## src/rtl/fnd_pkg.sv

```systemverilog
`default_nettype none
// ============================================================================
//  Module   : fnd_pkg
//  Purpose  : Segment codes, digit-common patterns and capture-FSM types that
//             are shared between the FND display driver and the capture block.
//  Revision : 1.0 - initial release
// ============================================================================
package fnd_pkg;

    // Active-low {dp,g,f,e,d,c,b,a} segment codes for the decimal digits
    localparam logic [7:0] SEG_0     = 8'hc0;
    localparam logic [7:0] SEG_1     = 8'hf9;
    localparam logic [7:0] SEG_2     = 8'ha4;
    localparam logic [7:0] SEG_3     = 8'hb0;
    localparam logic [7:0] SEG_4     = 8'h99;
    localparam logic [7:0] SEG_5     = 8'h92;
    localparam logic [7:0] SEG_6     = 8'h82;
    localparam logic [7:0] SEG_7     = 8'hf8;
    localparam logic [7:0] SEG_8     = 8'h80;
    localparam logic [7:0] SEG_9     = 8'h90;
    localparam logic [7:0] SEG_BLANK = 8'hff;

    // Active-low digit commons: exactly one position driven at a time
    localparam logic [3:0] COM_ONES      = 4'b1110;
    localparam logic [3:0] COM_TENS      = 4'b1101;
    localparam logic [3:0] COM_HUNDREDS  = 4'b1011;
    localparam logic [3:0] COM_THOUSANDS = 4'b0111;

    typedef enum logic [1:0] {
        ST_IDLE   = 2'd0,
        ST_SETTLE = 2'd1,
        ST_HOLD   = 2'd2
    } cap_state_t;

    // True when exactly one common is driven low
    function automatic logic com_is_valid(input logic [3:0] com);
        return (com == COM_ONES) || (com == COM_TENS) ||
               (com == COM_HUNDREDS) || (com == COM_THOUSANDS);
    endfunction

    // Digit position selected by a valid common (0 = ones .. 3 = thousands)
    function automatic logic [1:0] com_to_pos(input logic [3:0] com);
        logic [1:0] pos;
        pos = 2'd0;
        case (com)
            COM_TENS:      pos = 2'd1;
            COM_HUNDREDS:  pos = 2'd2;
            COM_THOUSANDS: pos = 2'd3;
            default:       pos = 2'd0;
        endcase
        return pos;
    endfunction

    // Four BCD digits to binary; every term is widened to 14 bits first
    function automatic logic [13:0] bcd4_to_bin(input logic [3:0] d1,
                                                input logic [3:0] d10,
                                                input logic [3:0] d100,
                                                input logic [3:0] d1000);
        return 14'(d1) + (14'(d10) * 14'd10) + (14'(d100) * 14'd100) +
               (14'(d1000) * 14'd1000);
    endfunction

endpackage
`default_nettype wire

```

## src/rtl/fnd_seg_decode.sv

```systemverilog
`default_nettype none
// ============================================================================
//  Module   : fnd_seg_decode
//  Purpose  : Combinational active-low 7-segment to BCD decoder. A blank
//             display reads as 0; any other unknown pattern clears ok.
//  Revision : 1.0 - initial release
// ============================================================================
module fnd_seg_decode
    import fnd_pkg::*;
(
    input  logic [7:0] seg,
    output logic [3:0] digit,
    output logic       ok
);

    // Table lookup; unknown patterns report digit 0 with ok low
    always_comb begin
        digit = 4'd0;
        ok    = 1'b1;
        case (seg)
            SEG_0:     digit = 4'd0;
            SEG_1:     digit = 4'd1;
            SEG_2:     digit = 4'd2;
            SEG_3:     digit = 4'd3;
            SEG_4:     digit = 4'd4;
            SEG_5:     digit = 4'd5;
            SEG_6:     digit = 4'd6;
            SEG_7:     digit = 4'd7;
            SEG_8:     digit = 4'd8;
            SEG_9:     digit = 4'd9;
            SEG_BLANK: digit = 4'd0;
            default: begin
                digit = 4'd0;
                ok    = 1'b0;
            end
        endcase
    end

endmodule
`default_nettype wire

```

## src/rtl/fnd_capture.sv

```systemverilog
`default_nettype none
// ============================================================================
//  Module   : fnd_capture
//  Purpose  : Snoops a multiplexed 4-digit FND bus, latches each digit once it
//             has been stable, and publishes complete frames as BCD + binary.
//  Revision : 1.0 - initial release
// ============================================================================
module fnd_capture
    import fnd_pkg::*;
#(
    parameter int STABLE_CYCLES = 16,
    parameter int SYNC_STAGES   = 2
) (
    input  logic        clk,
    input  logic        reset,
    input  logic [7:0]  fnd_data,
    input  logic [3:0]  fnd_com,
    output logic [3:0]  digit_1,
    output logic [3:0]  digit_10,
    output logic [3:0]  digit_100,
    output logic [3:0]  digit_1000,
    output logic [13:0] value,
    output logic        frame_valid,
    output logic        seg_err
);

    localparam int              CNT_W    = $clog2(STABLE_CYCLES) + 1;
    localparam logic [CNT_W-1:0] CNT_LAST = CNT_W'(STABLE_CYCLES - 1);

    logic [7:0]       data_sync [SYNC_STAGES];
    logic [3:0]       com_sync  [SYNC_STAGES];
    logic [7:0]       data_s;
    logic [3:0]       com_s;
    logic [7:0]       prev_data;
    logic [3:0]       prev_com;
    logic             changed;
    logic             com_ok;

    cap_state_t       state;
    cap_state_t       state_nxt;
    logic [CNT_W-1:0] cnt;
    logic             cnt_clear;
    logic             cnt_inc;
    logic             latch;

    logic [3:0]       dec_digit;
    logic             dec_ok;
    logic [1:0]       pos;
    logic [3:0]       pos_onehot;
    logic [3:0][3:0]  shadow;
    logic [3:0]       mask;
    logic             frame_done;
    logic [3:0]       mask_base;

    // Input synchronizers; idle-high so the bus reads as "nothing driven"
    always_ff @(posedge clk or posedge reset) begin
        if (reset) begin
            for (int i = 0; i < SYNC_STAGES; i++) begin
                data_sync[i] <= 8'hff;
                com_sync[i]  <= 4'hf;
            end
        end else begin
            data_sync[0] <= fnd_data;
            com_sync[0]  <= fnd_com;
            for (int i = 1; i < SYNC_STAGES; i++) begin
                data_sync[i] <= data_sync[i-1];
                com_sync[i]  <= com_sync[i-1];
            end
        end
    end

    assign data_s  = data_sync[SYNC_STAGES-1];
    assign com_s   = com_sync[SYNC_STAGES-1];
    assign changed = (data_s != prev_data) || (com_s != prev_com);
    assign com_ok  = com_is_valid(com_s);

    // One-cycle-old copy of the synchronized bus for change detection
    always_ff @(posedge clk or posedge reset) begin
        if (reset) begin
            prev_data <= 8'hff;
            prev_com  <= 4'hf;
        end else begin
            prev_data <= data_s;
            prev_com  <= com_s;
        end
    end

    // FSM state register
    always_ff @(posedge clk or posedge reset) begin
        if (reset) begin
            state <= ST_IDLE;
        end else begin
            state <= state_nxt;
        end
    end

    // FSM next-state logic
    always_comb begin
        state_nxt = state;
        case (state)
            ST_IDLE: begin
                if (com_ok) state_nxt = ST_SETTLE;
            end
            ST_SETTLE: begin
                if (changed)               state_nxt = com_ok ? ST_SETTLE : ST_IDLE;
                else if (cnt == CNT_LAST)  state_nxt = ST_HOLD;
            end
            ST_HOLD: begin
                if (changed)               state_nxt = com_ok ? ST_SETTLE : ST_IDLE;
            end
            default: state_nxt = ST_IDLE;
        endcase
    end

    // FSM outputs: counter control and the single-cycle latch strobe
    always_comb begin
        cnt_clear = 1'b0;
        cnt_inc   = 1'b0;
        latch     = 1'b0;
        case (state)
            ST_IDLE:   cnt_clear = 1'b1;
            ST_SETTLE: begin
                if (changed)              cnt_clear = 1'b1;
                else if (cnt == CNT_LAST) latch     = 1'b1;
                else                      cnt_inc   = 1'b1;
            end
            ST_HOLD:   cnt_clear = 1'b1;
            default:   cnt_clear = 1'b1;
        endcase
    end

    // Stability counter
    always_ff @(posedge clk or posedge reset) begin
        if (reset) begin
            cnt <= '0;
        end else if (cnt_clear) begin
            cnt <= '0;
        end else if (cnt_inc) begin
            cnt <= cnt + CNT_W'(1);
        end
    end

    fnd_seg_decode u_seg_decode (
        .seg   (data_s),
        .digit (dec_digit),
        .ok    (dec_ok)
    );

    assign pos        = com_to_pos(com_s);
    assign pos_onehot = 4'b0001 << pos;
    assign frame_done = (mask == 4'b1111);
    // A completing frame clears first, so a same-cycle latch starts the next one
    assign mask_base  = frame_done ? 4'b0000 : mask;

    // Shadow digits, capture mask and the undecodable-pattern pulse
    always_ff @(posedge clk or posedge reset) begin
        if (reset) begin
            shadow  <= '0;
            mask    <= 4'b0000;
            seg_err <= 1'b0;
        end else begin
            seg_err <= latch && !dec_ok;
            if (latch && dec_ok) begin
                shadow[pos] <= dec_digit;
                mask        <= mask_base | pos_onehot;
            end else begin
                mask        <= mask_base;
            end
        end
    end

    // Publish a complete frame; outputs hold their value between frames
    always_ff @(posedge clk or posedge reset) begin
        if (reset) begin
            digit_1     <= 4'd0;
            digit_10    <= 4'd0;
            digit_100   <= 4'd0;
            digit_1000  <= 4'd0;
            value       <= 14'd0;
            frame_valid <= 1'b0;
        end else begin
            frame_valid <= frame_done;
            if (frame_done) begin
                digit_1    <= shadow[0];
                digit_10   <= shadow[1];
                digit_100  <= shadow[2];
                digit_1000 <= shadow[3];
                value      <= bcd4_to_bin(shadow[0], shadow[1], shadow[2], shadow[3]);
            end
        end
    end

endmodule
`default_nettype wire

```

## config.mk

```make
export PLATFORM = sky130hd
export DESIGN_NAME = fnd_capture
export DESIGN_NICKNAME = d
export VERILOG_FILES = /design/src/rtl/fnd_pkg.sv /design/src/rtl/fnd_seg_decode.sv /design/src/rtl/fnd_capture.sv
export SDC_FILE = /design/constraint.sdc
export NUM_CORES = 1
export LEC_CHECK = 0
export ABC_AREA = 0
export ABC_CLOCK_PERIOD_IN_PS = 5600
export BUFFER_PORTS_ARGS = -buffer_cell sky130_fd_sc_hd__buf_2
export CORE_MARGIN = 10
export CORE_UTILIZATION = 48
export CTS_BUF_LIST = sky130_fd_sc_hd__clkbuf_16
export DETAILED_ROUTE_END_ITERATION = 16
export GPL_TIMING_DRIVEN = 1
export PLACE_DENSITY = 0.66
export REMOVE_ABC_BUFFERS = 1
export SYNTH_ARGS = -nofsm -noshare
export SYNTH_HDL_FRONTEND = slang
export SYNTH_SLANG_ARGS = --single-unit
```

## constraint.sdc

```tcl
create_clock -name clk -period 5.6 [get_ports clk]
set_input_delay 0 -clock clk [delete_from_list [all_inputs] [get_ports clk]]
set_output_delay 0 -clock clk [all_outputs]
set_load 0.05 [all_outputs]
```

### Yosys cells after proc, flatten, opt, wreduce, memory -nomap -nowiden

Cells that the tools add are included.

| cells by class | value |
|---|---|
| add/subtract/negate cells | 4 |
| multiply operators | 3 |
| $lt $le $gt $ge | 2 |
| eq/ne operators | 24 |
| shift-type cells | 1 |
| multiplexer cells | 24 |
| bitwise logic cells | 1 |
| reductions and logical operators | 12 |

Operators by type and width:

| kind | number |
|---|---|
| 8-bit == test, second input constant | 11 |
| 4-bit one-hot mux with 9 select lines | 1 |
| 16-bit bitwise mux | 1 |
| 4-bit == test, second input constant | 4 |
| 12-bit by 14-bit adder with 14-bit output | 1 |
| 9-bit by 11-bit adder with 12-bit output | 1 |
| 4-bit 2-to-1 mux | 3 |
| 2-bit one-hot mux with 3 select lines | 2 |
| 4-bit by 7-bit multiplier with 11-bit output, second input constant | 1 |
| 11-bit OR reduction | 1 |
| 1-bit 2-to-1 mux | 10 |
| 5-bit 2-to-1 mux | 2 |
| 4-bit by 8-bit adder with 9-bit output | 1 |
| 4-bit by 5-bit multiplier with 9-bit output, second input constant | 1 |
| 4-bit demux with 2-bit select | 1 |
| 2-bit 2-to-1 mux | 4 |
| 8-bit != test | 1 |
| 4-bit by 3-bit multiplier with 7-bit output, second input constant | 1 |
| 5-bit by 1-bit adder with 5-bit output, second input constant | 1 |
| 5-bit by 4-bit == test with 1-bit output, second input constant | 1 |
| 4-bit by 3-bit == test with 1-bit output, second input constant | 1 |
| 1-bit logical OR | 4 |
| 2-bit != test, second input constant | 2 |
| 4-bit != test | 1 |
| other kinds (12) | 14 |

| word-level totals | value |
|---|---|
| register bits | 95 |
| input bits | 14 |
| output and inout port bits | 32 |
| word-level logic and storage cells | 91 |

### Depth between registers and ports, before layout

| logic depth | value |
|---|---|
| depth in word-level cells | 7 |
| gate-level depth with buffers | 16 |

### Cells and area by module

Synthesis repeated with hierarchy kept, for this count alone.

| unflattened totals | value |
|---|---|
| cells, all modules | 462 |
| area total of the unflattened synthesis | 5,162.5 µm² |

Modules (own cells, without submodules):

| module | instances | cells each | area each (µm²) | seq. area each (µm²) |
|---|---|---|---|---|
| fnd_capture | 1 | 434 | 4,958.5 | 2,397.3 |
| fnd_seg_decode | 1 | 28 | 203.9 | 0.0 |

### Least setup slack after synthesis

No wires, ideal clock.

| timing | value |
|---|---|
| path type | reg2reg |
| start | register shadow[14] (netlist bit) |
| end | register value[13] |
| setup time | 87 ps |
| data arrival time | 4,562 ps |
| data required time | 5,513 ps |
| slack | 952 ps |
| cell stages (with the launch flop) | 17 |
| path buffers | 0 |
| cells stage by stage | dfrtp_1 fa_1 inv_1 fa_1 inv_1 ha_1 a21o_1 a21oi_1 xor2_1 ha_1 ha_1 ha_1 a21o_1 or3_1 o2111a_1 or3_1 o211ai_1 |

| on the way | value |
|---|---|
| cells in the longest elaborated chain, start to end | 2 |

RTL lines:

| item | line | RTL |
|---|---|---|
| from (decl) | fnd_capture.sv:50 | `logic [3:0][3:0] shadow;` |
| from (signal, indexed assignment) | fnd_capture.sv:164 | `shadow[pos] <= dec_digit;` |
| 4-bit by 7-bit multiplier with 11-bit output | fnd_pkg.sv:60 | `(14'(d1000) * 14'd1000);` |
| 12-bit by 14-bit adder with 14-bit output | fnd_pkg.sv:59 | `return 14'(d1) + (14'(d10) * 14'd10) + (14'(d100) * 14'd100) +` |
| to (signal assigned) | fnd_capture.sv:188 | `value <= bcd4_to_bin(shadow[0], shadow[1], shadow[2], shadow[3]);` |
| to (decl) | fnd_capture.sv:22 | `output logic [13:0] value,` |

Every way passes these cells.
A chain may end at the register's enable or synchronous reset.

### Worst setup path after layout

Same ends and word-level chain as after synthesis.

==> results.md <==
- The clock latency reported for the late side of the worst-skew pair is 0.34 ns.
- The top achievable clock speed is 0.2019 GHz.
- Summing the sequential cell areas from Yosys gives 44.70% of the chip area.
- The net count of the finished layout is 615.
- The summed negative setup slack over all endpoints is 0 ns.
- The initial core utilization is 49.25%.
- The combined area of all synthesized cells is 5363 sq um.
- The number of buffers on the longest clock path is 2.
- The final max-slew violation count is 0.
- The post-route netlist has 21.27% of its cells at a drive strength greater than 1.
- The quantity of gates resized following cts is 0.
- The number of antenna violations at the first check in global routing was 0.
- The relative slew slack is 36.23%.
- Setup repair after global routing left no endpoint under its margin.
- During placement, the flow inserted port buffers numbering 45.
- STA puts the critical path data required time at 5.86 ns.
- In the post-synthesis netlist, the biggest area contributors are sky130_fd_sc_hd__dfrtp_1, sky130_fd_sc_hd__dfstp_2, sky130_fd_sc_hd__ha_1, sky130_fd_sc_hd__fa_1, sky130_fd_sc_hd__nand2_1.
- The final period utilization is 88.45%.
- In the final layout, the multi-input gates occupy 2696 sq um.
- The switching share of total power is 22.44%.
- The total congestion overflow after global routing is 0.
- The clock period could shrink to 4.953 ns.
- The clock-pin slew of the registers on the worst-case setup and hold paths is 0.06 ns.
- Among cell families on the critical path, the largest total delay comes from adder cells.
- The hold violation total from the final report is 0.
- The floorplan step set the die width to 125.7 um.
- For this run, asynchronously set or reset flops after synthesis account for 100.0%.
- The average instance in the mapped netlist occupies 11.22 sq um.
- The part of the total power dissipated in sequential elements is 54.6%.
- The clock network fraction of design power is 41.9%.
- The slack of the critical path is 0.6469 ns.
- The number of optimization iterations in the first detailed-route pass is 4.
- At the placement stage, the worst setup path has a slack of 0.6211 ns.
- The area occupied by registers is 2397 sq um.
- The most used flip-flop cell after synthesis is sky130_fd_sc_hd__dfrtp_1.
- The mean routed wirelength per cell is 14.97 um.
- For flop-to-flop paths, the worst setup slack is 0.65 ns.
- The path class of the tightest hold or removal check is in2async.
- On the worst path, the slowest cell contributes a delay of 0.61 ns.
- The placer congestion estimate is 0.7951.
- The number of DRC violations after detailed routing is 0.
- The critical path goes through fa_1 -> inv_1 -> fa_1 -> inv_1 -> ha_1 -> a21o_1 -> a21oi_1 -> xor2_1 -> ha_1 -> ha_1 -> ha_1 -> a21o_1 -> or3_1 -> o2111a_1 -> or3_1 -> o211ai_1.
- The switching component of the power is 0.2959 mW.
- Fill cells in the final layout number 925.
- The largest individual stage delay along the critical path comes from the cell sky130_fd_sc_hd__fa_1.
- The antenna diode instance count is 0.
- The maximum fanout along the worst path is 7.
- At the end of the flow the core is filled with cells to 55.93%.
- The relative area change from synthesis to final layout is 13.56%.
- In this run, the number of DRC markers left after iteration 0 of detailed routing was 185.
- The number of synthesized flops with an enable pin is 0.
- The worst setup path category is reg2reg.
- For the pin with the worst max-slew slack, the measured transition is 0.9566 ns.
- The global-route usage over all layers is 13.23%.
- The tree built by TritonCTS fans out to 94 sinks.
- The core region is 10890 sq um.
- The design draws 1.319 mW.
- The total number of placement rows is 38.
- The number of CTS-inserted buffers is 9.
- The post-route cell area is 6090 sq um.
- The worst-case IR drop observed on VDD is 178.9 uV.
- The run finished with clean final reports.
- The buffer cell driving the clock tree root is sky130_fd_sc_hd__clkbuf_16.
- The share of synthesized area in the top cell type comes to 27.06%.
- The critical path data arrival time is 5.21 ns.
- The synthesized instance count is 478.
- The worst setup path is captured at a register.
- The leakage dissipation is 3.239 nW.
- For this design the ratio of total power to cell area is 216.5 nW/um^2.
- The most numerous cell type found on the critical path is sky130_fd_sc_hd__ha_1.
- The buffers plus inverters on the worst setup path is 2.
- Entering global routing, the biggest net connects 80 pins.
- The detailed-route via count is 3519.
- The vertical extent of the die is 125.7 um.
- The wire-length estimate of the detail-placed layout is 7.536 mm.
- The worst setup path is launched from a register.
- Summed over all layers, the routed wires come to 10.12 mm.
- The most area-hungry cell type in the Yosys netlist is sky130_fd_sc_hd__dfrtp_1.
- The number of vias per cell is 5.206.
- The TritonCTS clock tree is yes.
- The number of levels in the clock H-tree is 3.
- The internal power component is 1.023 mW.
- After detailed placement, the total cell area comes to 5694 sq um.
- For this run, the number of Yosys warnings is 0.
- Across the run, the number of max-cap violations was 0.
- The first global-routing pass estimated 17.60 mm of wire.
- The synthesis-stage register bit count is 94.
- Once detail routing completed, the nets flagged for antenna violations numbered 0.
- The logic depth of the worst setup path including buffers is 16.
- The relative contribution of combinational cells to total power is 3.5%.
- The top-level I/O count is 46.
- The number of global-route vias before repair is 3606.
- The die area is 15800 sq um.
- The number of endpoints failing setup at the final stage is 0.
- After synthesis, the netlist uses 58 different library cells.
- The maximum clock skew at final layout is 0.008854 ns.
- The worst reg-to-reg path cell count is 16.
==> routing by layer <==
metal  part of all wire [%]  wire, um  track usage [%]  up-vias
li1                       -         -                -     1736
met1                     48      4907            18.03     1717
met2                     47      4804            20.50       54
met3                    2.3       237            2.013       12
met4                    1.7       170            5.488        0
met5                      0         0                0        -
==> layout make-up <==
| class | count | area share, % |
|---|---|---|
| multi-input combinational | 318 | 44.28 |
| sequential | 94 | 39.37 |
| timing repair buffer | 61 | 6.205 |
| clock buffer | 9 | 3.698 |
| inverter | 47 | 2.918 |
| tap | 140 | 2.877 |
| clock inverter | 7 | 0.6575 |
==> power by group through the flow <==
stage / Clock, mW / Combinational (mW) / Sequential [mW]
CTS: 0.569 / 0.0477 / 0.720
finish: 0.552 / 0.0466 / 0.720
floorplan: 0 / 0.0288 / 0.727
global route: 0.595 / 0.0532 / 0.722
detailed placement: 0 / 0.0408 / 0.732
global placement: 0 / 0.0388 / 0.730
==> Yosys cell counts (2+ instances only) <==
master                      count
sky130_fd_sc_hd__a211oi_1       4
sky130_fd_sc_hd__a21o_1        10
sky130_fd_sc_hd__a21oi_1       14
sky130_fd_sc_hd__a311oi_4       3
sky130_fd_sc_hd__a31oi_1        4
sky130_fd_sc_hd__a32o_1         2
sky130_fd_sc_hd__and3_1         4
sky130_fd_sc_hd__and4b_1        2
sky130_fd_sc_hd__buf_1          2
sky130_fd_sc_hd__buf_2          5
sky130_fd_sc_hd__buf_4          2
sky130_fd_sc_hd__clkbuf_1       9
sky130_fd_sc_hd__dfrtp_1       58
sky130_fd_sc_hd__dfstp_2       36
sky130_fd_sc_hd__fa_1          17
sky130_fd_sc_hd__ha_1          53
sky130_fd_sc_hd__inv_1         47
sky130_fd_sc_hd__mux2_1         9
sky130_fd_sc_hd__mux2_4         3
sky130_fd_sc_hd__mux2i_1        4
sky130_fd_sc_hd__nand2_1       60
sky130_fd_sc_hd__nand2b_1       2
sky130_fd_sc_hd__nand3_1        2
sky130_fd_sc_hd__nand3b_1       4
sky130_fd_sc_hd__nand4_1        7
sky130_fd_sc_hd__nor2_1        16
sky130_fd_sc_hd__nor2b_1        5
sky130_fd_sc_hd__nor3_1         7
sky130_fd_sc_hd__nor4_2         3
sky130_fd_sc_hd__o2111ai_1      2
sky130_fd_sc_hd__o211ai_1       2
sky130_fd_sc_hd__o21a_1         4
sky130_fd_sc_hd__o21ai_0       18
sky130_fd_sc_hd__o21bai_1       3
sky130_fd_sc_hd__or3_1          2
sky130_fd_sc_hd__or4_1          2
sky130_fd_sc_hd__xnor2_1        8
sky130_fd_sc_hd__xor2_1        23
==> cell families after synthesis <==
group	synth area share (%)
multiplexers	3.686
adder cells (fa/ha/maj)	18.71
flip-flops	44.70
XOR/XNOR	5.063
AO/OA/AOI/OAI	11.32
AND/OR/NAND/NOR	11.50
buffers and inverters	5.016
==> cell usage in the layout (no fill, tap or decap), drive strengths merged, types with 8 or more instances in the layout <==
master	n
mux2	13
fa	17
inv	51
nor2	16
dfstp	36
ha	53
xnor2	8
o21ai	19
clkbuf	9
a21o	10
nand2	60
dlygate4sd3	13
dfrtp	58
xor2	23
buf	48
a21oi	14
==> flip-flops by register name, summed over array words and instances (netlist names) <==
| signal | count |
|---|---|
| shadow | 16 |
| digit_10 | 4 |
| digit_1 | 4 |
| mask | 4 |
| com_sync | 4 |
| value | 13 |
| digit_100 | 4 |
| data_sync | 8 |
| state | 2 |
| com_s | 4 |
| cnt | 5 |
| digit_1000 | 4 |
| frame_valid | 1 |
| prev_com | 4 |
| prev_data | 8 |
| data_s | 8 |
| seg_err | 1 |
==> worst register-to-register path, stage by stage, from the launching register on <==
cell and delay [ns]:
sky130_fd_sc_hd__dfrtp_1 0.48, sky130_fd_sc_hd__fa_1 0.61, sky130_fd_sc_hd__inv_1 0.10, sky130_fd_sc_hd__fa_1 0.50
sky130_fd_sc_hd__inv_1 0.04, sky130_fd_sc_hd__ha_1 0.34, sky130_fd_sc_hd__a21o_1 0.18, sky130_fd_sc_hd__a21oi_1 0.24
sky130_fd_sc_hd__xor2_1 0.18, sky130_fd_sc_hd__ha_1 0.25, sky130_fd_sc_hd__ha_1 0.29, sky130_fd_sc_hd__ha_1 0.34
sky130_fd_sc_hd__a21o_1 0.22, sky130_fd_sc_hd__or3_1 0.33, sky130_fd_sc_hd__o2111a_1 0.26, sky130_fd_sc_hd__or3_1 0.34
sky130_fd_sc_hd__o211ai_1 0.16
==> metrics by stage <==
stage | hold WS [ns] | instances
global route | 0.1841 | 676
finish | 0.1313 | 676
CTS | 0.1326 | 676
global placement | -0.05741 | 647
floorplan | 0.004478 | 459
detailed placement | -0.04939 | 647
==> path summary, 6_finish.rpt <==
check	startpoint	endpoint
worst max-delay path	shadow[14]	value[13]
max in group asynchronous	reset	digit_1000[0]
min in group clk	fnd_data[6]	data_sync[14]
worst max register to register	shadow[14]	value[13]
worst min-delay path	reset	frame_valid
worst min register to register	com_sync[5]	com_s[1]
==> repair_timing <==
| item | CTS | global route |
|---|---|---|
| setup buffers | 0 | 0 |
| hold buffers | 13 | 0 |
| hold endpoints to repair | 27 | 0 |
Note: power is estimated with default switching activity, not from simulation.
